File: config.mk
export PLATFORM = sky130hd
export DESIGN_NAME = if_id_latch_flat
export DESIGN_NICKNAME = d
export VERILOG_FILES = /design/src/rtl/if_id_latch_if.sv /design/src/rtl/if_id_latch.sv /design/src/flat_wrapper.sv
export SDC_FILE = /design/constraint.sdc
export NUM_CORES = 1
export LEC_CHECK = 0
export ABC_AREA = 1
export BUFFER_PORTS_ARGS = -buffer_cell sky130_fd_sc_hd__buf_2
export CAP_MARGIN = 20
export CORE_MARGIN = 8
export CORE_UTILIZATION = 47
export CTS_CLUSTER_SIZE = 12
export DETAILED_ROUTE_END_ITERATION = 8
export MAX_ROUTING_LAYER = met4
export PLACE_DENSITY = 0.75
export SKIP_CTS_REPAIR_TIMING = 1
export SLEW_MARGIN = 20
export SYNTH_ARGS = -nofsm -noshare
export SYNTH_HDL_FRONTEND = slang
export SYNTH_SLANG_ARGS = --single-unit
File: constraint.sdc
create_clock -name clk -period 1.2 [get_ports clk]
set_input_delay 0 -clock clk [delete_from_list [all_inputs] [get_ports clk]]
set_output_delay 0 -clock clk [all_outputs]
set_load 0.02 [all_outputs]
File: src/rtl/if_id_latch_if.sv
// Fetch/decode handshake bundle for the IF/ID latch.
// The master side drives the fetch and hazard signals. The slave side is the latch itself.
interface if_id_latch_if #(
  parameter int WIDTH = 16
);
  logic [WIDTH-1:0] if_instr;
  logic [WIDTH-1:0] if_pc2;
  logic             if_valid;
  logic             if_ready;
  logic             stall;
  logic             flush;
  logic [WIDTH-1:0] id_instr;
  logic [WIDTH-1:0] id_pc2;
  logic [4:0]       id_opcode;
  logic [1:0]       id_mode;
  logic             id_valid;
  logic             halted;

  modport master (
    output if_instr, if_pc2, if_valid, stall, flush,
    input  if_ready, id_instr, id_pc2, id_opcode, id_mode, id_valid, halted
  );

  modport slave (
    input  if_instr, if_pc2, if_valid, stall, flush,
    output if_ready, id_instr, id_pc2, id_opcode, id_mode, id_valid, halted
  );
endinterface

File: src/rtl/if_id_latch.sv
// IF/ID pipeline register with a one-entry skid buffer, hazard stall, branch flush
// and HALT tracking. Once a HALT leaves decode, fetch stays stopped until reset.
module if_id_latch #(
  parameter int               WIDTH     = 16,
  parameter logic [WIDTH-1:0] NOP_INSTR = 16'h0800,
  parameter logic [4:0]       HALT_OPC  = 5'b00000
) (
  input logic          clk,
  input logic          rst_n,
  if_id_latch_if.slave bus
);
  typedef enum logic [1:0] {S_RUN, S_HALT_PEND, S_HALTED} state_t;

  state_t           r_state, w_state_next;
  logic [WIDTH-1:0] r_id_instr, w_id_instr_next;
  logic [WIDTH-1:0] r_id_pc2, w_id_pc2_next;
  logic [WIDTH-1:0] r_skid_instr, w_skid_instr_next;
  logic [WIDTH-1:0] r_skid_pc2, w_skid_pc2_next;
  logic             r_id_valid, w_id_valid_next;
  logic             r_skid_full, w_skid_full_next;
  logic             r_halted, w_halted_next;
  logic             w_ready, w_xfer, w_load;

  // Ready comes from registered state only, so it never loops back through if_valid.
  assign w_ready = rst_n & ~r_skid_full & (r_state == S_RUN);
  assign w_xfer  = bus.if_valid & w_ready;

  always_comb begin
    w_state_next      = r_state;
    w_id_instr_next   = r_id_instr;
    w_id_pc2_next     = r_id_pc2;
    w_id_valid_next   = r_id_valid;
    w_skid_instr_next = r_skid_instr;
    w_skid_pc2_next   = r_skid_pc2;
    w_skid_full_next  = r_skid_full;
    w_halted_next     = r_halted;
    w_load            = 1'b0;

    if (r_state == S_HALTED) begin
      w_id_valid_next = 1'b0;
    end else if (bus.flush) begin
      w_id_valid_next  = 1'b0;
      w_id_instr_next  = NOP_INSTR;
      w_skid_full_next = 1'b0;
      w_state_next     = S_RUN;
    end else if (bus.stall) begin
      if (w_xfer && !r_skid_full) begin
        w_skid_instr_next = bus.if_instr;
        w_skid_pc2_next   = bus.if_pc2;
        w_skid_full_next  = 1'b1;
      end
    end else if (r_state == S_HALT_PEND) begin
      w_state_next    = S_HALTED;
      w_halted_next   = 1'b1;
      w_id_valid_next = 1'b0;
      w_id_instr_next = NOP_INSTR;
    end else begin
      if (r_skid_full) begin
        w_id_instr_next   = r_skid_instr;
        w_id_pc2_next     = r_skid_pc2;
        w_id_valid_next   = 1'b1;
        w_load            = 1'b1;
        w_skid_full_next  = w_xfer;
        w_skid_instr_next = bus.if_instr;
        w_skid_pc2_next   = bus.if_pc2;
      end else if (w_xfer) begin
        w_id_instr_next = bus.if_instr;
        w_id_pc2_next   = bus.if_pc2;
        w_id_valid_next = 1'b1;
        w_load          = 1'b1;
      end else begin
        w_id_valid_next = 1'b0;
        w_id_instr_next = NOP_INSTR;
      end
      // A HALT entering decode discards anything younger already sitting in the skid.
      if (w_load && (w_id_instr_next[WIDTH-1 -: 5] == HALT_OPC)) begin
        w_state_next     = S_HALT_PEND;
        w_skid_full_next = 1'b0;
      end
    end
  end

  always_ff @(posedge clk) begin
    if (!rst_n) begin
      r_state      <= S_RUN;
      r_id_instr   <= NOP_INSTR;
      r_id_pc2     <= '0;
      r_id_valid   <= 1'b0;
      r_skid_instr <= '0;
      r_skid_pc2   <= '0;
      r_skid_full  <= 1'b0;
      r_halted     <= 1'b0;
    end else begin
      r_state      <= w_state_next;
      r_id_instr   <= w_id_instr_next;
      r_id_pc2     <= w_id_pc2_next;
      r_id_valid   <= w_id_valid_next;
      r_skid_instr <= w_skid_instr_next;
      r_skid_pc2   <= w_skid_pc2_next;
      r_skid_full  <= w_skid_full_next;
      r_halted     <= w_halted_next;
    end
  end

  assign bus.if_ready  = w_ready;
  assign bus.id_instr  = r_id_instr;
  assign bus.id_pc2    = r_id_pc2;
  assign bus.id_opcode = r_id_instr[WIDTH-1 -: 5];
  assign bus.id_mode   = r_id_instr[1:0];
  assign bus.id_valid  = r_id_valid;
  assign bus.halted    = r_halted;
endmodule
File: src/flat_wrapper.sv
// flat-port wrapper written by rule: the top's interface ports become plain ports
module if_id_latch_flat 
#(
  parameter int               WIDTH     = 16,
  parameter logic [WIDTH-1:0] NOP_INSTR = 16'h0800,
  parameter logic [4:0]       HALT_OPC  = 5'b00000
)
  (clk, rst_n, bus_if_instr, bus_if_pc2, bus_if_valid, bus_stall, bus_flush, bus_if_ready, bus_id_instr, bus_id_pc2, bus_id_opcode, bus_id_mode, bus_id_valid, bus_halted);
  if_id_latch_if #(.WIDTH(WIDTH)) bus_i ();
  input logic clk;
  input logic rst_n;
  input wire logic [$bits(bus_i.if_instr)-1:0] bus_if_instr;
  input wire logic [$bits(bus_i.if_pc2)-1:0] bus_if_pc2;
  input wire logic [$bits(bus_i.if_valid)-1:0] bus_if_valid;
  input wire logic [$bits(bus_i.stall)-1:0] bus_stall;
  input wire logic [$bits(bus_i.flush)-1:0] bus_flush;
  output wire logic [$bits(bus_i.if_ready)-1:0] bus_if_ready;
  output wire logic [$bits(bus_i.id_instr)-1:0] bus_id_instr;
  output wire logic [$bits(bus_i.id_pc2)-1:0] bus_id_pc2;
  output wire logic [$bits(bus_i.id_opcode)-1:0] bus_id_opcode;
  output wire logic [$bits(bus_i.id_mode)-1:0] bus_id_mode;
  output wire logic [$bits(bus_i.id_valid)-1:0] bus_id_valid;
  output wire logic [$bits(bus_i.halted)-1:0] bus_halted;
  assign bus_i.if_instr = bus_if_instr;
  assign bus_i.if_pc2 = bus_if_pc2;
  assign bus_i.if_valid = bus_if_valid;
  assign bus_i.stall = bus_stall;
  assign bus_i.flush = bus_flush;
  assign bus_if_ready = bus_i.if_ready;
  assign bus_id_instr = bus_i.id_instr;
  assign bus_id_pc2 = bus_i.id_pc2;
  assign bus_id_opcode = bus_i.id_opcode;
  assign bus_id_mode = bus_i.id_mode;
  assign bus_id_valid = bus_i.id_valid;
  assign bus_halted = bus_i.halted;
  if_id_latch #(.WIDTH(WIDTH), .NOP_INSTR(NOP_INSTR), .HALT_OPC(HALT_OPC)) u_core (.clk(clk), .rst_n(rst_n), .bus(bus_i));
endmodule
Word-level counts from Yosys, hierarchy flattened. Index checks and enable logic that the tools add are counted.

Register bits after elaboration: 69. Input bits: 37. Output and inout port bits: 42. Word-level logic and storage cells: 75.

Equal/unequal tests: 7. Muxes and demuxes: 36. Bitwise logic cells: 9. Reductions and logical operators: 15.

Operators by type and width (number): 2-to-1 mux 16 bit (19); 2-to-1 mux 1 bit (13); AND reduction 5 bit (2); 2-to-1 mux 2 bit (4); NOT 1 bit (6); AND reduction 3 bit (2); logical NOT 5 bit (1); != test 2 x 1 -> 1 bit (second input constant) (2); AND reduction 4 bit (1); nonzero test 2 bit (2); AND 1 bit (3); != test 3 x 1 -> 1 bit (second input constant) (1); != test 3 bit (second input constant) (1); nonzero test 3 bit (1); OR reduction 3 bit (1); == test 2 x 1 -> 1 bit (second input constant) (1); == test 2 bit (second input constant) (1); logical AND 1 bit (2); logical NOT 2 bit (1); != test 2 bit (second input constant) (1); AND reduction 2 bit (1); logical NOT 1 bit (1).

Logic depth before layout (Yosys ltp). Gate-level depths: netlist of the first run.

Word-level depth: 16. Gate-level depth with buffers: 10. Gate-level depth less buffers: 9.

Least setup slack after synthesis of the first run. Ideal clock, no wire load.

Kind: register to register. From: register u_core.r_skid_full. To: register u_core.r_skid_instr[0]. Library setup time: 0.113 ns. Arrival time: 1.202 ns. Required time: 1.087 ns. Slack: -0.115 ns. Cell stages (with the launch flop): 10. Path buffers: 1. Clock period less this slack: 1.315 ns. Path through: dfxtp_1 nor2_1 nand3_2 inv_2 nand3_2 nand2_4 inv_2 buf_6 nor2_1 nor2_1.

Cells in the longest elaborated chain, start to end: 7. Elaborated cells on any way between the ends: 9. Classes of those cells: eq/ne: 1; bitwise: 4; reduce/logical: 4.

Ends and longest elaborated chain: start: declaration (RTL line if_id_latch.sv:20) `logic r_skid_full, w_skid_full_next;`; start signal: assignment (RTL line if_id_latch.sv:100) `r_skid_full <= w_skid_full_next;`; NOT 1 bit (RTL line if_id_latch.sv:25) `assign w_ready = rst_n & ~r_skid_full & (r_state == S_RUN);`; AND 1 bit (2 in a row) (RTL line if_id_latch.sv:25); AND 1 bit (RTL line if_id_latch.sv:26) `assign w_xfer = bus.if_valid & w_ready;`; logical AND 1 bit (RTL line if_id_latch.sv:47) `if (w_xfer && !r_skid_full) begin`; != test 2 x 1 -> 1 bit (no line); AND reduction 5 bit (no line) (*); end signal: assignment (RTL line if_id_latch.sv:98) `r_skid_instr <= w_skid_instr_next;`; end: declaration (RTL line if_id_latch.sv:17) `logic [WIDTH-1:0] r_skid_instr, w_skid_instr_next;`.

Mark *: on every way between the ends. The rest lies on a longest branch, timed or not. A chain may end at the register's enable or synchronous reset.

Final worst setup path of the first run.
From: register u_core.r_state[0]. To: register u_core.r_skid_pc2[8].

Cells in the longest elaborated chain, start to end: 6. Elaborated cells on any way between the ends: 10. Classes of those cells: eq/ne: 4; bitwise: 3; reduce/logical: 3.

Ends and longest elaborated chain: start: declaration (RTL line if_id_latch.sv:14) `state_t r_state, w_state_next;`; start signal: assignment (RTL line if_id_latch.sv:94) `r_state <= w_state_next;`; logical NOT 2 bit (RTL line if_id_latch.sv:25); AND 1 bit (RTL line if_id_latch.sv:25); AND 1 bit (RTL line if_id_latch.sv:26); logical AND 1 bit (RTL line if_id_latch.sv:47); != test 2 x 1 -> 1 bit (no line); AND reduction 5 bit (no line) (*); end signal: assignment (RTL line if_id_latch.sv:99) `r_skid_pc2 <= w_skid_pc2_next;`; end: declaration (RTL line if_id_latch.sv:18) `logic [WIDTH-1:0] r_skid_pc2, w_skid_pc2_next;`.

Marks and branches as above.

==> flow_summary.html, run 1 <==
<table>
<tr><th>Metric</th><th>Value</th></tr>
<tr><th colspan="2">Status</th></tr>
<tr><td>Result of the run</td><td>complete, but fails checks</td></tr>
<tr><td>Violated checks</td><td>negative setup slack</td></tr>
<tr><th colspan="2">Die</th></tr>
<tr><td>Number of placement rows</td><td>29</td></tr>
<tr><td>Core footprint</td><td>6200 um^2</td></tr>
<tr><td>Initial standard-cell utilization of the core</td><td>between 40% and 50%</td></tr>
<tr><td>Vertical die dimension</td><td>95.1 um</td></tr>
<tr><td>Number of I/O pins</td><td>79</td></tr>
<tr><td>Die area</td><td>about 9000 um^2</td></tr>
<tr><td>Die boundary width</td><td>95.1 um</td></tr>
<tr><th colspan="2">Timing</th></tr>
<tr><td>Slew headroom</td><td>64.8%</td></tr>
<tr><td>Pin slew with the least headroom to its limit</td><td>roughly 0.53 ns</td></tr>
<tr><td>Setup slack after layout</td><td>-0.323 ns</td></tr>
<tr><td>Hold slack final</td><td>0.0978 ns</td></tr>
<tr><td>Post-Route Skew</td><td>between 0.01 and 0.015 ns</td></tr>
<tr><td>Number of endpoints with negative hold slack in the final report</td><td>0</td></tr>
<tr><td>Highest attainable clock frequency</td><td>about 0.66 GHz</td></tr>
<tr><td>Setup violations, final</td><td>68</td></tr>
<tr><td>Setup TNS</td><td>-13.18 ns</td></tr>
<tr><td>Final Critical Period</td><td>1.52 ns</td></tr>
<tr><td>Unrepaired setup endpoints after global routing</td><td>true</td></tr>
<tr><td>Share of the clock period used by the worst path after layout</td><td>127%</td></tr>
<tr><td>Final-report max-slew violation count</td><td>0</td></tr>
<tr><th colspan="2">Routing</th></tr>
<tr><td>Overall via count from detail_route</td><td>3308</td></tr>
<tr><td>First-iteration detailed-routing DRC count</td><td>238</td></tr>
<tr><td>DR DRC count</td><td>0</td></tr>
<tr><td>Number of search-and-repair iterations in the first detailed-routing pass</td><td>5</td></tr>
<tr><td>Detailed-route vias per instance</td><td>about 5.3</td></tr>
<tr><td>Routed wire per std cell</td><td>15.9 um</td></tr>
<tr><td>Remaining number of nets flagged by the antenna check after routing</td><td>0</td></tr>
<tr><td>Wire length after detailed routing</td><td>roughly 10 mm</td></tr>
<tr><th colspan="2">Placement</th></tr>
<tr><td>Final weighted congestion in routability-driven placement</td><td>0.854</td></tr>
<tr><td>Worst setup timing slack at the placement stage</td><td>-0.176 ns</td></tr>
<tr><td>Post-detailed-placement half-perimeter wirelength</td><td>~5.5 mm</td></tr>
<tr><td>Port bufs</td><td>approximately 80</td></tr>
<tr><td>Dpl cell area</td><td>3540 um^2</td></tr>
<tr><th colspan="2">Setup path</th></tr>
<tr><td>Capturing element type of the critical path</td><td>register</td></tr>
<tr><td>Terminus of the critical flop-to-flop path</td><td>u_core.r_skid_pc2[8]$_SDFFE_PN0P_</td></tr>
<tr><td>Cell family contributing the most delay on the critical path</td><td>simple AND/OR/NAND/NOR gates</td></tr>
<tr><td>Number of buffer and inverter instances along the worst setup path</td><td>3</td></tr>
<tr><td>Delay contributed by the slowest stage of the critical path</td><td>about 0.38 ns</td></tr>
<tr><td>Reg-to-reg slack, setup</td><td>-0.32 ns</td></tr>
<tr><td>Slowest-stage cell, CP</td><td>sky130_fd_sc_hd__dfxtp_4</td></tr>
<tr><td>Worst path arrival time</td><td>1.76 ns</td></tr>
<tr><td>Cells traversed along the worst timing path</td><td>nor2_4, nand3_2, inv_2, nand3_4, nand2_4, inv_8, buf_12, nor2_1, nor2_1</td></tr>
<tr><td>Largest fanout of any net on the critical path</td><td>6</td></tr>
<tr><td>Number of cell instances on the worst register-to-register path</td><td>9</td></tr>
<tr><td>Worst EP required</td><td>~1.4 ns</td></tr>
<tr><td>Startpoint kind of the worst setup timing path</td><td>register</td></tr>
<tr><td>Library cell appearing most often on the critical path</td><td>sky130_fd_sc_hd__nor2_1</td></tr>
<tr><td>Startpoint-to-endpoint class of the critical path</td><td>reg2reg</td></tr>
<tr><td>Start point of the critical path</td><td>u_core.r_state[0]$_SDFFE_PN0P_</td></tr>
<tr><td>Reg2reg start</td><td>u_core.r_state[0]$_SDFFE_PN0P_</td></tr>
<tr><th colspan="2">Yosys</th></tr>
<tr><td>Mean cell area of the mapped netlist</td><td>7.07 um^2</td></tr>
<tr><td>Synth Area in Adders</td><td>0%</td></tr>
<tr><td>Number of standard cells after synthesis</td><td>approximately 420</td></tr>
<tr><td>Number of enable-type register cells in the synthesized netlist</td><td>0</td></tr>
<tr><td>Net count after synthesis</td><td>453</td></tr>
<tr><td>Synthesized-area fraction occupied by ao, oa, aoi and oai cells</td><td>12.6%</td></tr>
<tr><td>Synthesis warning total</td><td>0</td></tr>
<tr><td>Multiplexer fraction of the synthesized cell area</td><td>0%</td></tr>
<tr><td>Async S/R FF share, synth</td><td>0%</td></tr>
<tr><td>Seq/Total Area, Yosys</td><td>roughly 47%</td></tr>
<tr><td>Synth Cell Area</td><td>2940 um^2</td></tr>
<tr><td>Flip-flop and latch count after synthesis</td><td>69</td></tr>
<tr><td>Distinct cell type count of the synthesized netlist</td><td>22</td></tr>
<tr><td>Simple logic cell fraction of the synthesized area</td><td>around a third</td></tr>
<tr><td>XOR/XNOR share of the synthesized area</td><td>0%</td></tr>
<tr><td>Primary FF master, synth</td><td>sky130_fd_sc_hd__dfxtp_1</td></tr>
<tr><td>Combinational family with the most area after synthesis</td><td>simple AND/OR/NAND/NOR gates</td></tr>
<tr><th colspan="2">Global routing</th></tr>
<tr><td>Number of antenna violations at the first check in global routing</td><td>0</td></tr>
<tr><td>Combined global-route utilization of all metal layers</td><td>18.0%</td></tr>
<tr><td>Global-route wire length before repair</td><td>12.6 mm</td></tr>
<tr><td>Via count of the first global-routing pass</td><td>around 2800</td></tr>
<tr><td>Remaining global-route overflow</td><td>0</td></tr>
<tr><td>Maximum number of pins on one net before global-route repair</td><td>50</td></tr>
<tr><th colspan="2">Worst hold path</th></tr>
<tr><td>End of the worst hold path</td><td>u_core.r_state[0]$_SDFFE_PN0P_</td></tr>
<tr><td>Worst min-delay path startpoint</td><td>bus_flush</td></tr>
<tr><td>Min-Delay Path Class</td><td>in2reg</td></tr>
<tr><td>Cells on Worst Hold Path</td><td>6</td></tr>
<tr><th colspan="2">Layout</th></tr>
<tr><td>Leading cell types in the layout, fill and taps excluded</td><td>sky130_fd_sc_hd__nand2_1, sky130_fd_sc_hd__buf_2, sky130_fd_sc_hd__nor2_1</td></tr>
<tr><td>Nets</td><td>between 500 and 600</td></tr>
<tr><td>Fraction of layout cells with a size suffix above 1</td><td>between 40 and 50%</td></tr>
<tr><td>Antenna fix cells</td><td>0</td></tr>
<tr><td>Leading cell type in the layout, fill and taps excluded</td><td>sky130_fd_sc_hd__nand2_1</td></tr>
<tr><td>Total non-filler cell area in the finished layout</td><td>4650 um^2</td></tr>
<tr><td>Area delta synth-&gt;final</td><td>58.0%</td></tr>
<tr><td>Count of filler cells inserted in the layout</td><td>407</td></tr>
<tr><th colspan="2">Pwr</th></tr>
<tr><td>Worst vdd rail ir drop</td><td>0.00103 V</td></tr>
<tr><td>Power Dens Cells</td><td>1230 nW/um^2</td></tr>
<tr><td>Final Power</td><td>~5.7 mW</td></tr>
<tr><td>Leak Pwr</td><td>2.14 nW</td></tr>
<tr><th colspan="2">CTS</th></tr>
<tr><td>Total clock buffers created by CTS</td><td>9</td></tr>
<tr><td>Clock-pin slew on the worst setup and hold paths</td><td>0.08 ns</td></tr>
<tr><td>H-tree level count</td><td>3</td></tr>
<tr><td>Worst skew pair latency</td><td>0.35 ns</td></tr>
<tr><td>Maximum buffer depth of the clock tree</td><td>2</td></tr>
<tr><td>Library cell used as clock root buffer</td><td>sky130_fd_sc_hd__clkbuf_8</td></tr>
<tr><td>Number of sinks on the clock net</td><td>69</td></tr>
<tr><td>CTS tree</td><td>built</td></tr>
<tr><th colspan="2">Run</th></tr>
<tr><td>Number of max-cap violations</td><td>0</td></tr>
</table>
[layer usage]
layer  part of all wire [%]  global-route usage [%]  vias up
met4                    2.6                    7.93        0
met2                     51                    29.2      151
met3                    5.9                    3.23       26
li1                       -                       -     1584
met1                     40                    21.3     1547
met5                      0                       -        -
[worst register-to-register path, delay by kind of cell (launching register included)]
kind                   cells  cell delay [ns]
buffers and inverters      3             0.32
AND/OR/NAND/NOR            6             0.70
flip-flops                 1             0.38
[cell type report]
cell class	count	area (um^2)	share of cell area, %
clock buffers	9	124	2.66
inverters	15	91.3	1.96
flip-flops and latches	69	1390	30.0
repair buffers	150	1230	26.4
multi-input cells	301	1580	33.9
clock inverters	7	138	2.96
well taps	77	96.3	2.07
repair inverters	1	6.26	0.135
[cells by family after synthesis]
logic type,count (synthesis)
DFF,69
and+or+nand+nor,230
AOI/OAI and AO/OA,71
buffers and inverters,46
[metrics by stage]
stage	cells	util, %
floorplan	416	-
global placement	570	57.1
detailed placement	570	57.1
CTS	586	61.3
global route	629	74.9
finish	629	74.9
[flip-flops by register name, summed over array words and instances, names as in the netlist]
signal,count
u_core.r_skid_instr,16
u_core.r_skid_full,1
u_core.r_state,2
u_core.bus.id_valid,1
u_core.r_skid_pc2,16
u_core.bus.id_pc2,16
u_core.bus.halted,1
u_core.bus.id_instr,16
[worst max path at each step]
stage	to	cells after the start
2_1_floorplan	u_core.r_skid_instr[15]$_SDFFE_PN0P_	9
3_3_place_gp	u_core.bus.id_instr[10]$_SDFFE_PN0P_	9
6_report	u_core.r_skid_pc2[8]$_SDFFE_PN0P_	9
4_1_cts	u_core.r_skid_pc2[5]$_SDFFE_PN0P_	9
3_5_place_dp	u_core.bus.id_instr[15]$_SDFFE_PN0P_	9
5_1_grt	u_core.r_skid_pc2[8]$_SDFFE_PN0P_	9
[power by group]
part / internal, mW / switching (mW)
Clock: 1.58 / 0.931
Combinational: 0.365 / 0.443
Sequential: 2.36 / 0.0485
Total: 4.31 / 1.42
[synth_stat cells (2+ instances only)]
cell type                  count  area share (%)
sky130_fd_sc_hd__a21oi_1      11             1.9
sky130_fd_sc_hd__a31oi_1      11             2.3
sky130_fd_sc_hd__buf_2         8             1.4
sky130_fd_sc_hd__buf_4         9             2.3
sky130_fd_sc_hd__buf_6         6             2.3
sky130_fd_sc_hd__clkbuf_1      8             1.0
sky130_fd_sc_hd__dfxtp_1      69              47
sky130_fd_sc_hd__inv_1         6            0.77
sky130_fd_sc_hd__inv_2         9             1.1
sky130_fd_sc_hd__nand2_1     104              13
sky130_fd_sc_hd__nand2_2       4            0.85
sky130_fd_sc_hd__nand3_1      14             2.4
sky130_fd_sc_hd__nand3_2       2            0.68
sky130_fd_sc_hd__nand4_1       2            0.43
sky130_fd_sc_hd__nor2_1      100              13
sky130_fd_sc_hd__o21ai_0       6             1.0
sky130_fd_sc_hd__o21ai_1      42             7.1
Power figures use the tool's default switching activity.
==> run 2, diff against run 1 <==
--- a/config.mk
+++ b/config.mk
@@ -12,7 +12,6 @@
 export CORE_UTILIZATION = 47
 export CTS_CLUSTER_SIZE = 12
 export DETAILED_ROUTE_END_ITERATION = 8
-export MAX_ROUTING_LAYER = met4
 export PLACE_DENSITY = 0.75
 export SKIP_CTS_REPAIR_TIMING = 1
 export SLEW_MARGIN = 20
==> run 2 against run 1 <==
The run still ends with negative setup slack left. Total power grew 0.11%. Die area unchanged. First-iteration DRC count fell by 17%. Core utilization unchanged. Sequential cell count did not move. Maximum frequency is 0.27% lower. Largest power group unchanged.
==> flow_summary.html, run 2 (same netlist as run 1, synthesis figures left out) <==
<table>
<tr><th>Metric</th><th>Value</th></tr>
<tr><th colspan="2">Timing</th></tr>
<tr><td>Unrepaired setup endpoints after global routing</td><td>true</td></tr>
<tr><td>Final-report max-slew violation count</td><td>0 (unchanged)</td></tr>
<tr><td>Highest attainable clock frequency</td><td>0.655 GHz (-0.27%)</td></tr>
<tr><td>Pin slew with the least headroom to its limit</td><td>0.520 ns (-0.00845 ns)</td></tr>
<tr><td>Setup violations, final</td><td>68 (unchanged)</td></tr>
<tr><td>Share of the clock period used by the worst path after layout</td><td>127% (+0.35 points)</td></tr>
<tr><td>Number of endpoints with negative hold slack in the final report</td><td>0 (unchanged)</td></tr>
<tr><td>Final Critical Period</td><td>1.53 ns (+0.00416 ns)</td></tr>
<tr><td>Setup slack after layout</td><td>-0.327 ns (-0.00416 ns)</td></tr>
<tr><td>Slew headroom</td><td>65.3% (+0.56 points)</td></tr>
<tr><td>Post-Route Skew</td><td>0.0101 ns (-0.00194 ns)</td></tr>
<tr><th colspan="2">Routing</th></tr>
<tr><td>Overall via count from detail_route</td><td>3295 (-0.39%)</td></tr>
<tr><td>First-iteration detailed-routing DRC count</td><td>197 (-17%)</td></tr>
<tr><td>DR DRC count</td><td>0 (unchanged)</td></tr>
<tr><td>Routed wire per std cell</td><td>15.9 um (+0.32%)</td></tr>
<tr><td>Wire length after detailed routing</td><td>10.0 mm (+0.32%)</td></tr>
<tr><td>Number of search-and-repair iterations in the first detailed-routing pass</td><td>4 (-1)</td></tr>
<tr><td>Detailed-route vias per instance</td><td>5.24 (-0.39%)</td></tr>
<tr><td>Remaining number of nets flagged by the antenna check after routing</td><td>0 (unchanged)</td></tr>
<tr><th colspan="2">Setup path</th></tr>
<tr><td>Delay contributed by the slowest stage of the critical path</td><td>0.38 ns (about the same)</td></tr>
<tr><td>Number of cell instances on the worst register-to-register path</td><td>9 (unchanged)</td></tr>
<tr><td>Largest fanout of any net on the critical path</td><td>6 (unchanged)</td></tr>
<tr><td>Terminus of the critical flop-to-flop path</td><td>u_core.r_skid_pc2[8]$_SDFFE_PN0P_</td></tr>
<tr><td>Library cell appearing most often on the critical path</td><td>sky130_fd_sc_hd__nor2_1</td></tr>
<tr><td>End of the critical path</td><td>u_core.r_skid_pc2[8]$_SDFFE_PN0P_</td></tr>
<tr><td>Reg2reg start</td><td>u_core.r_state[0]$_SDFFE_PN0P_</td></tr>
<tr><td>Cells traversed along the worst timing path</td><td>nor2_4, nand3_2, inv_2, nand3_4, nand2_4, inv_8, buf_12, nor2_1, nor2_1</td></tr>
<tr><td>Startpoint kind of the worst setup timing path</td><td>register</td></tr>
<tr><td>Worst path arrival time</td><td>1.76 ns (about the same)</td></tr>
<tr><td>Reg-to-reg slack, setup</td><td>-0.33 ns (about the same)</td></tr>
<tr><td>Worst EP required</td><td>1.44 ns (about the same)</td></tr>
<tr><td>Capturing element type of the critical path</td><td>register</td></tr>
<tr><td>Startpoint-to-endpoint class of the critical path</td><td>reg2reg</td></tr>
<tr><td>Start point of the critical path</td><td>u_core.r_state[0]$_SDFFE_PN0P_</td></tr>
<tr><td>Slowest-stage cell, CP</td><td>sky130_fd_sc_hd__dfxtp_4</td></tr>
<tr><th colspan="2">Placement</th></tr>
<tr><td>Post-placement cell count</td><td>570 (unchanged)</td></tr>
<tr><td>Post-detailed-placement half-perimeter wirelength</td><td>5.53 mm (unchanged)</td></tr>
<tr><td>Port bufs</td><td>78 (unchanged)</td></tr>
<tr><td>Final weighted congestion in routability-driven placement</td><td>0.841 (-1.5%)</td></tr>
<tr><td>Worst setup timing slack at the placement stage</td><td>-0.176 ns (unchanged)</td></tr>
<tr><th colspan="2">CTS</th></tr>
<tr><td>H-tree level count</td><td>3 (unchanged)</td></tr>
<tr><td>Maximum buffer depth of the clock tree</td><td>2 (unchanged)</td></tr>
<tr><td>Clock-pin slew on the worst setup and hold paths</td><td>0.08 ns (about the same)</td></tr>
<tr><td>Library cell used as clock root buffer</td><td>sky130_fd_sc_hd__clkbuf_8</td></tr>
<tr><td>CTS tree</td><td>built</td></tr>
<tr><td>Worst skew pair latency</td><td>0.35 ns (about the same)</td></tr>
<tr><td>Number of sinks on the clock net</td><td>69 (unchanged)</td></tr>
<tr><td>Total clock buffers created by CTS</td><td>9 (unchanged)</td></tr>
<tr><th colspan="2">Pwr</th></tr>
<tr><td>Power Dens Cells</td><td>1230 nW/um^2 (+0.11%)</td></tr>
<tr><td>Leak Pwr</td><td>2.14 nW (unchanged)</td></tr>
<tr><td>Final Power</td><td>5.74 mW (+0.11%)</td></tr>
<tr><td>Worst vdd rail ir drop</td><td>0.00104 V (+0.86%)</td></tr>
<tr><th colspan="2">Die</th></tr>
<tr><td>Die boundary width</td><td>95.1 um (unchanged)</td></tr>
<tr><td>Die area</td><td>9050 um^2 (unchanged)</td></tr>
<tr><td>Vertical die dimension</td><td>95.1 um (unchanged)</td></tr>
<tr><td>Initial standard-cell utilization of the core</td><td>47.4% (unchanged)</td></tr>
<tr><td>Core footprint</td><td>6200 um^2 (unchanged)</td></tr>
<tr><td>Number of placement rows</td><td>29 (unchanged)</td></tr>
<tr><td>Number of I/O pins</td><td>79 (unchanged)</td></tr>
<tr><th colspan="2">Layout</th></tr>
<tr><td>Leading cell type in the layout, fill and taps excluded</td><td>sky130_fd_sc_hd__nand2_1</td></tr>
<tr><td>Non-filler instance count after layout</td><td>629 (unchanged)</td></tr>
<tr><td>Core occupancy in the finished layout</td><td>74.9% (unchanged)</td></tr>
<tr><td>Count of filler cells inserted in the layout</td><td>407 (unchanged)</td></tr>
<tr><td>FF+latch area</td><td>1390 um^2 (unchanged)</td></tr>
<tr><td>Nets</td><td>584 (unchanged)</td></tr>
<tr><td>Leading cell types in the layout, fill and taps excluded</td><td>sky130_fd_sc_hd__nand2_1, sky130_fd_sc_hd__buf_2, sky130_fd_sc_hd__nor2_1</td></tr>
<tr><td>Antenna fix cells</td><td>0 (unchanged)</td></tr>
<tr><td>Fraction of layout cells with a size suffix above 1</td><td>40.8% (unchanged)</td></tr>
<tr><td>Area delta synth-&gt;final</td><td>58.0% (unchanged)</td></tr>
<tr><td>Total area of multi-input combinational cells</td><td>1580 um^2 (unchanged)</td></tr>
<tr><th colspan="2">Global routing</th></tr>
<tr><td>Number of antenna violations at the first check in global routing</td><td>0 (unchanged)</td></tr>
<tr><td>Via count of the first global-routing pass</td><td>2777 (+0.11%)</td></tr>
<tr><td>Maximum number of pins on one net before global-route repair</td><td>50 (unchanged)</td></tr>
<tr><td>Global-route wire length before repair</td><td>12.7 mm (about the same)</td></tr>
<tr><td>Remaining global-route overflow</td><td>0 (unchanged)</td></tr>
<tr><td>Combined global-route utilization of all metal layers</td><td>17.5% (-0.53 points)</td></tr>
<tr><th colspan="2">Status</th></tr>
<tr><td>Violated checks</td><td>negative setup slack</td></tr>
<tr><td>Result of the run</td><td>complete, but fails checks</td></tr>
<tr><th colspan="2">Worst hold path</th></tr>
<tr><td>Min-Delay Path Class</td><td>in2reg</td></tr>
<tr><td>Cells on Worst Hold Path</td><td>6 (unchanged)</td></tr>
<tr><th colspan="2">Run</th></tr>
<tr><td>Number of max-cap violations</td><td>0 (unchanged)</td></tr>
</table>
[run 2: cell counts in the layout (fill, tap and decap cells not counted)]
Identical to the previous run, type by type.
[run 2: worst min-delay path by stage]
| stage | slack (ns) | endpoint | start |
|---|---|---|---|
| global route | 0.14 | u_core.r_skid_full$_SDFFE_PN0P_ | bus_stall |
| finish | 0.10 | u_core.r_state[0]$_SDFFE_PN0P_ | bus_flush |
| floorplan | 0.13 | u_core.r_skid_pc2[5]$_SDFFE_PN0P_ | bus_if_pc2[5] |
| global placement | 0.24 | u_core.r_skid_instr[7]$_SDFFE_PN0P_ | bus_if_instr[7] |
| detailed placement | 0.25 | u_core.r_skid_instr[0]$_SDFFE_PN0P_ | bus_if_instr[0] |
| CTS | -0.11 | u_core.r_skid_instr[0]$_SDFFE_PN0P_ | bus_if_instr[0] |
[run 2: worst max-delay path, delay by kind of cell (launching register included)]
family / cells / cell delay, ns
AND/OR/NAND/NOR: 6 / 0.69
flip-flops: 1 / 0.38
buffers and inverters: 3 / 0.33
[run 2: cell type report]
type / instances / area share [%]
repair buffers: 150 / 26.4
inverters: 15 / 1.96
clock inverters: 7 / 2.96
repair inverters: 1 / 0.135
flip-flops and latches: 69 / 30.0
clock buffers: 9 / 2.66
multi-input cells: 301 / 33.9
well taps: 77 / 2.07
[run 2: stage by stage]
| stage | hold slack, ns | cell area (um^2) | setup TNS (ns) |
|---|---|---|---|
| finish | 0.104 | 4650 | -13.21 |
| global placement | 0.242 | 3540 | -5.79 |
| global route | 0.135 | 4650 | -18.47 |
| detailed placement | 0.247 | 3540 | -8.49 |
| floorplan | 0.135 | 2970 | -1.30 |
| CTS | -0.112 | 3800 | -9.94 |
[run 2: routing by layer]
metal	up-vias	GRT usage, %	share of wire (%)
li1	1584	-	-
met1	1551	21.0	40
met2	137	29.2	51
met3	23	3.70	6.2
met4	0	7.93	2.4
met5	-	0	0
[run 2: where the power goes]
group,switching (mW),internal [mW]
clock network,0.937,1.58
logic,0.443,0.365
registers,0.0490,2.36
==> run 3, diff against run 2 <==
--- a/config.mk
+++ b/config.mk
@@ -14,6 +14,7 @@
 export DETAILED_ROUTE_END_ITERATION = 8
 export PLACE_DENSITY = 0.75
 export SKIP_CTS_REPAIR_TIMING = 1
+export SKIP_LAST_GASP = 1
 export SLEW_MARGIN = 20
 export SYNTH_ARGS = -nofsm -noshare
 export SYNTH_HDL_FRONTEND = slang
==> run 3 against run 2 <==
The flow still finishes with violations (negative setup slack). Sequential cell count is the same. Worst hold slack improved by 0.0055 ns. Sequential share of layout area up 0.71 points. First-iteration DRC count fell by 11%. Final cell count unchanged. Clock skew fell by 0.0036 ns. Clock-buffer cell count stayed put. Core utilization down 1.7 points. Die area unchanged. Via count is 0.24% higher. Combinational power fell by 4.2%. Largest cell class unchanged.
==> flow_summary.html, run 3 (same netlist as run 1, synthesis figures left out) <==
<table>
<tr><th>Metric</th><th>Value</th></tr>
<tr><th colspan="2">Setup path</th></tr>
<tr><td>Terminus of the critical flop-to-flop path</td><td>u_core.r_skid_pc2[8]$_SDFFE_PN0P_</td></tr>
<tr><td>Cells traversed along the worst timing path</td><td>inv_4, nand2_4, nand2_4, nor2_4, nand2_2, nand2_4, inv_8, buf_12, nor2_1, nor2_1</td></tr>
<tr><td>Slowest-stage cell, CP</td><td>sky130_fd_sc_hd__dfxtp_4</td></tr>
<tr><td>Library cell appearing most often on the critical path</td><td>sky130_fd_sc_hd__nand2_4</td></tr>
<tr><td>Capturing element type of the critical path</td><td>register</td></tr>
<tr><td>Number of buffer and inverter instances along the worst setup path</td><td>3 (unchanged)</td></tr>
<tr><td>Reg2reg start</td><td>u_core.r_state[0]$_SDFFE_PN0P_</td></tr>
<tr><td>Number of cell instances on the worst register-to-register path</td><td>10 (+1)</td></tr>
<tr><td>Cell family contributing the most delay on the critical path</td><td>simple AND/OR/NAND/NOR gates</td></tr>
<tr><td>Worst path arrival time</td><td>1.72 ns (-0.04 ns)</td></tr>
<tr><td>Startpoint-to-endpoint class of the critical path</td><td>reg2reg</td></tr>
<tr><td>Reg-to-reg slack, setup</td><td>-0.27 ns (+0.05 ns)</td></tr>
<tr><td>Largest fanout of any net on the critical path</td><td>6 (unchanged)</td></tr>
<tr><td>Delay contributed by the slowest stage of the critical path</td><td>0.41 ns (+0.03 ns)</td></tr>
<tr><td>Worst EP required</td><td>1.44 ns (about the same)</td></tr>
<tr><td>Startpoint kind of the worst setup timing path</td><td>register</td></tr>
<tr><th colspan="2">Placement</th></tr>
<tr><td>Post-detailed-placement half-perimeter wirelength</td><td>5.53 mm (unchanged)</td></tr>
<tr><td>Port bufs</td><td>78 (unchanged)</td></tr>
<tr><td>Final weighted congestion in routability-driven placement</td><td>0.841 (unchanged)</td></tr>
<tr><td>Post-placement cell count</td><td>570 (unchanged)</td></tr>
<tr><td>Dpl cell area</td><td>3540 um^2 (unchanged)</td></tr>
<tr><th colspan="2">Global routing</th></tr>
<tr><td>Top Usage Layer GRT</td><td>met2</td></tr>
<tr><td>Global-route wire length before repair</td><td>12.7 mm (unchanged)</td></tr>
<tr><td>Met1 capacity usage during global routing</td><td>21.0% (unchanged)</td></tr>
<tr><td>Maximum number of pins on one net before global-route repair</td><td>50 (unchanged)</td></tr>
<tr><td>Met2 track utilization from global routing</td><td>29.2% (unchanged)</td></tr>
<tr><td>Via count of the first global-routing pass</td><td>2777 (unchanged)</td></tr>
<tr><td>Remaining global-route overflow</td><td>0 (unchanged)</td></tr>
<tr><td>GR Util met3</td><td>3.70% (unchanged)</td></tr>
<tr><td>Number of antenna violations at the first check in global routing</td><td>0 (unchanged)</td></tr>
<tr><td>Combined global-route utilization of all metal layers</td><td>17.5% (unchanged)</td></tr>
<tr><th colspan="2">Layout</th></tr>
<tr><td>FF+latch area</td><td>1390 um^2 (unchanged)</td></tr>
<tr><td>Leading cell type in the layout, fill and taps excluded</td><td>sky130_fd_sc_hd__nand2_1</td></tr>
<tr><td>Total non-filler cell area in the finished layout</td><td>4540 um^2 (-2.3%)</td></tr>
<tr><td>Leading cell types in the layout, fill and taps excluded</td><td>sky130_fd_sc_hd__nand2_1, sky130_fd_sc_hd__buf_2, sky130_fd_sc_hd__nor2_1</td></tr>
<tr><td>Area delta synth-&gt;final</td><td>54.3%</td></tr>
<tr><td>Antenna fix cells</td><td>0 (unchanged)</td></tr>
<tr><td>Nets</td><td>584 (unchanged)</td></tr>
<tr><td>Fraction of layout cells with a size suffix above 1</td><td>36.4% (-4.3 points)</td></tr>
<tr><td>Non-filler instance count after layout</td><td>629 (unchanged)</td></tr>
<tr><td>Count of filler cells inserted in the layout</td><td>438 (+7.6%)</td></tr>
<tr><td>Total area of multi-input combinational cells</td><td>1490 um^2 (-5.4%)</td></tr>
<tr><th colspan="2">CTS</th></tr>
<tr><td>CTS tree</td><td>built</td></tr>
<tr><td>Clock-pin slew on the worst setup and hold paths</td><td>0.08 ns (about the same)</td></tr>
<tr><td>H-tree level count</td><td>3 (unchanged)</td></tr>
<tr><td>Worst skew pair latency</td><td>0.35 ns (about the same)</td></tr>
<tr><td>Number of sinks on the clock net</td><td>69 (unchanged)</td></tr>
<tr><td>Library cell used as clock root buffer</td><td>sky130_fd_sc_hd__clkbuf_8</td></tr>
<tr><td>Total clock buffers created by CTS</td><td>9 (unchanged)</td></tr>
<tr><td>Maximum buffer depth of the clock tree</td><td>2 (unchanged)</td></tr>
<tr><th colspan="2">Routing</th></tr>
<tr><td>Overall via count from detail_route</td><td>3303 (+0.24%)</td></tr>
<tr><td>Wire length after detailed routing</td><td>10.0 mm (+0.15%)</td></tr>
<tr><td>First-iteration detailed-routing DRC count</td><td>175 (-11%)</td></tr>
<tr><td>Remaining number of nets flagged by the antenna check after routing</td><td>0 (unchanged)</td></tr>
<tr><td>DR DRC count</td><td>0 (unchanged)</td></tr>
<tr><td>Routed wire per std cell</td><td>15.9 um (+0.15%)</td></tr>
<tr><td>Number of search-and-repair iterations in the first detailed-routing pass</td><td>5 (+1)</td></tr>
<tr><td>Detailed-route vias per instance</td><td>5.25 (+0.24%)</td></tr>
<tr><th colspan="2">Worst hold path</th></tr>
<tr><td>Min-Delay Path Class</td><td>in2reg</td></tr>
<tr><td>Worst min-delay path startpoint</td><td>bus_if_valid</td></tr>
<tr><td>Cells on Worst Hold Path</td><td>5 (-1)</td></tr>
<tr><td>End of the worst hold path</td><td>u_core.r_skid_full$_SDFFE_PN0P_</td></tr>
<tr><th colspan="2">Timing</th></tr>
<tr><td>Final Critical Period</td><td>1.47 ns (-0.0540 ns)</td></tr>
<tr><td>Post-Route Skew</td><td>0.00647 ns (-0.00359 ns)</td></tr>
<tr><td>Unrepaired setup endpoints after global routing</td><td>true</td></tr>
<tr><td>Highest attainable clock frequency</td><td>0.679 GHz (+3.7%)</td></tr>
<tr><td>Final-report max-slew violation count</td><td>0 (unchanged)</td></tr>
<tr><td>Slew headroom</td><td>70.5% (+5.2 points)</td></tr>
<tr><td>Setup slack after layout</td><td>-0.273 ns (+0.0540 ns)</td></tr>
<tr><td>Number of endpoints with negative hold slack in the final report</td><td>0 (unchanged)</td></tr>
<tr><td>Setup violations, final</td><td>67 (-1.5%)</td></tr>
<tr><td>Setup TNS</td><td>-13.92 ns (-0.710 ns)</td></tr>
<tr><td>Pin slew with the least headroom to its limit</td><td>0.443 ns (-0.0775 ns)</td></tr>
<tr><td>Share of the clock period used by the worst path after layout</td><td>123% (-4.5 points)</td></tr>
<tr><th colspan="2">Die</th></tr>
<tr><td>Initial standard-cell utilization of the core</td><td>47.4% (unchanged)</td></tr>
<tr><td>Die boundary width</td><td>95.1 um (unchanged)</td></tr>
<tr><td>Vertical die dimension</td><td>95.1 um (unchanged)</td></tr>
<tr><td>Die area</td><td>9050 um^2 (unchanged)</td></tr>
<tr><td>Number of I/O pins</td><td>79 (unchanged)</td></tr>
<tr><td>Core footprint</td><td>6200 um^2 (unchanged)</td></tr>
<tr><td>Number of placement rows</td><td>29 (unchanged)</td></tr>
<tr><th colspan="2">Pwr</th></tr>
<tr><td>Power Dens Cells</td><td>1260 nW/um^2 (+1.7%)</td></tr>
<tr><td>Final Power</td><td>5.70 mW (-0.69%)</td></tr>
<tr><td>Leak Pwr</td><td>2.11 nW (-1.4%)</td></tr>
<tr><td>Worst vdd rail ir drop</td><td>0.00121 V (+17%)</td></tr>
<tr><th colspan="2">Status</th></tr>
<tr><td>Result of the run</td><td>complete, but fails checks</td></tr>
<tr><td>Violated checks</td><td>negative setup slack</td></tr>
<tr><th colspan="2">Run</th></tr>
<tr><td>Number of max-cap violations</td><td>0 (unchanged)</td></tr>
</table>
run 3: changes by cell type in the layout (fill, tap and decap cells not counted), moves of 2 or more:
| cell | previous run | this run |
|---|---|---|
| sky130_fd_sc_hd__buf_6 | 6 | 4 |
| sky130_fd_sc_hd__nand2_1 | 86 | 93 |
| sky130_fd_sc_hd__o21ai_1 | 32 | 42 |
| sky130_fd_sc_hd__nor2_2 | 24 | 18 |
| sky130_fd_sc_hd__o21ai_2 | 10 | 0 |
| sky130_fd_sc_hd__nand2_2 | 16 | 10 |
| sky130_fd_sc_hd__nor2_1 | 70 | 76 |
| sky130_fd_sc_hd__buf_4 | 21 | 24 |
run 3: worst max path at each step:
stage / startpoint / cells after the start / to
floorplan: u_core.r_skid_full$_SDFFE_PN0P_ / 9 / u_core.r_skid_instr[15]$_SDFFE_PN0P_
global placement: u_core.r_state[1]$_SDFFE_PN0P_ / 9 / u_core.bus.id_instr[10]$_SDFFE_PN0P_
detailed placement: u_core.r_state[1]$_SDFFE_PN0P_ / 9 / u_core.bus.id_instr[15]$_SDFFE_PN0P_
CTS: u_core.r_state[0]$_SDFFE_PN0P_ / 9 / u_core.r_skid_pc2[5]$_SDFFE_PN0P_
global route: u_core.r_state[0]$_SDFFE_PN0P_ / 10 / u_core.r_skid_pc2[8]$_SDFFE_PN0P_
finish: u_core.r_state[0]$_SDFFE_PN0P_ / 10 / u_core.r_skid_pc2[8]$_SDFFE_PN0P_
run 3: metrics by stage:
step | setup WS [ns] | util [%] | hold WS (ns)
global placement | -0.125 | 57.1 | 0.242
floorplan | -0.0435 | - | 0.135
detailed placement | -0.176 | 57.1 | 0.247
global route | -0.366 | 73.2 | 0.135
finish | -0.273 | 73.2 | 0.109
CTS | -0.215 | 61.3 | -0.112
run 3: worst register-to-register path: stages, from the launching register on:
cell and delay [ns]:
sky130_fd_sc_hd__dfxtp_4 0.41, sky130_fd_sc_hd__inv_4 0.05, sky130_fd_sc_hd__nand2_4 0.07, sky130_fd_sc_hd__nand2_4 0.06, sky130_fd_sc_hd__nor2_4 0.16, sky130_fd_sc_hd__nand2_2 0.10, sky130_fd_sc_hd__nand2_4 0.13, sky130_fd_sc_hd__inv_8 0.08
sky130_fd_sc_hd__buf_12 0.14, sky130_fd_sc_hd__nor2_1 0.10, sky130_fd_sc_hd__nor2_1 0.07
run 3: area by class of cell:
type,instances,share of cell area [%]
multi-input combinational,301,32.8
sequential,69,30.7
timing repair buffer,150,26.7
clock inverter,7,3.03
clock buffer,9,2.73
tap,77,2.12
inverter,15,1.85
timing repair inverter,1,0.138
run 3: where the power goes:
part | switching, mW | internal [mW] | total (mW)
Clock | 0.936 | 1.58 | 2.52
Sequential | 0.0457 | 2.36 | 2.41
Combinational | 0.423 | 0.351 | 0.774
run 3: metal layers:
layer	share of wire [%]	wire length, um
met1	39	3950
met2	50	5020
met3	7.2	723
met4	3.2	325
met5	0	0
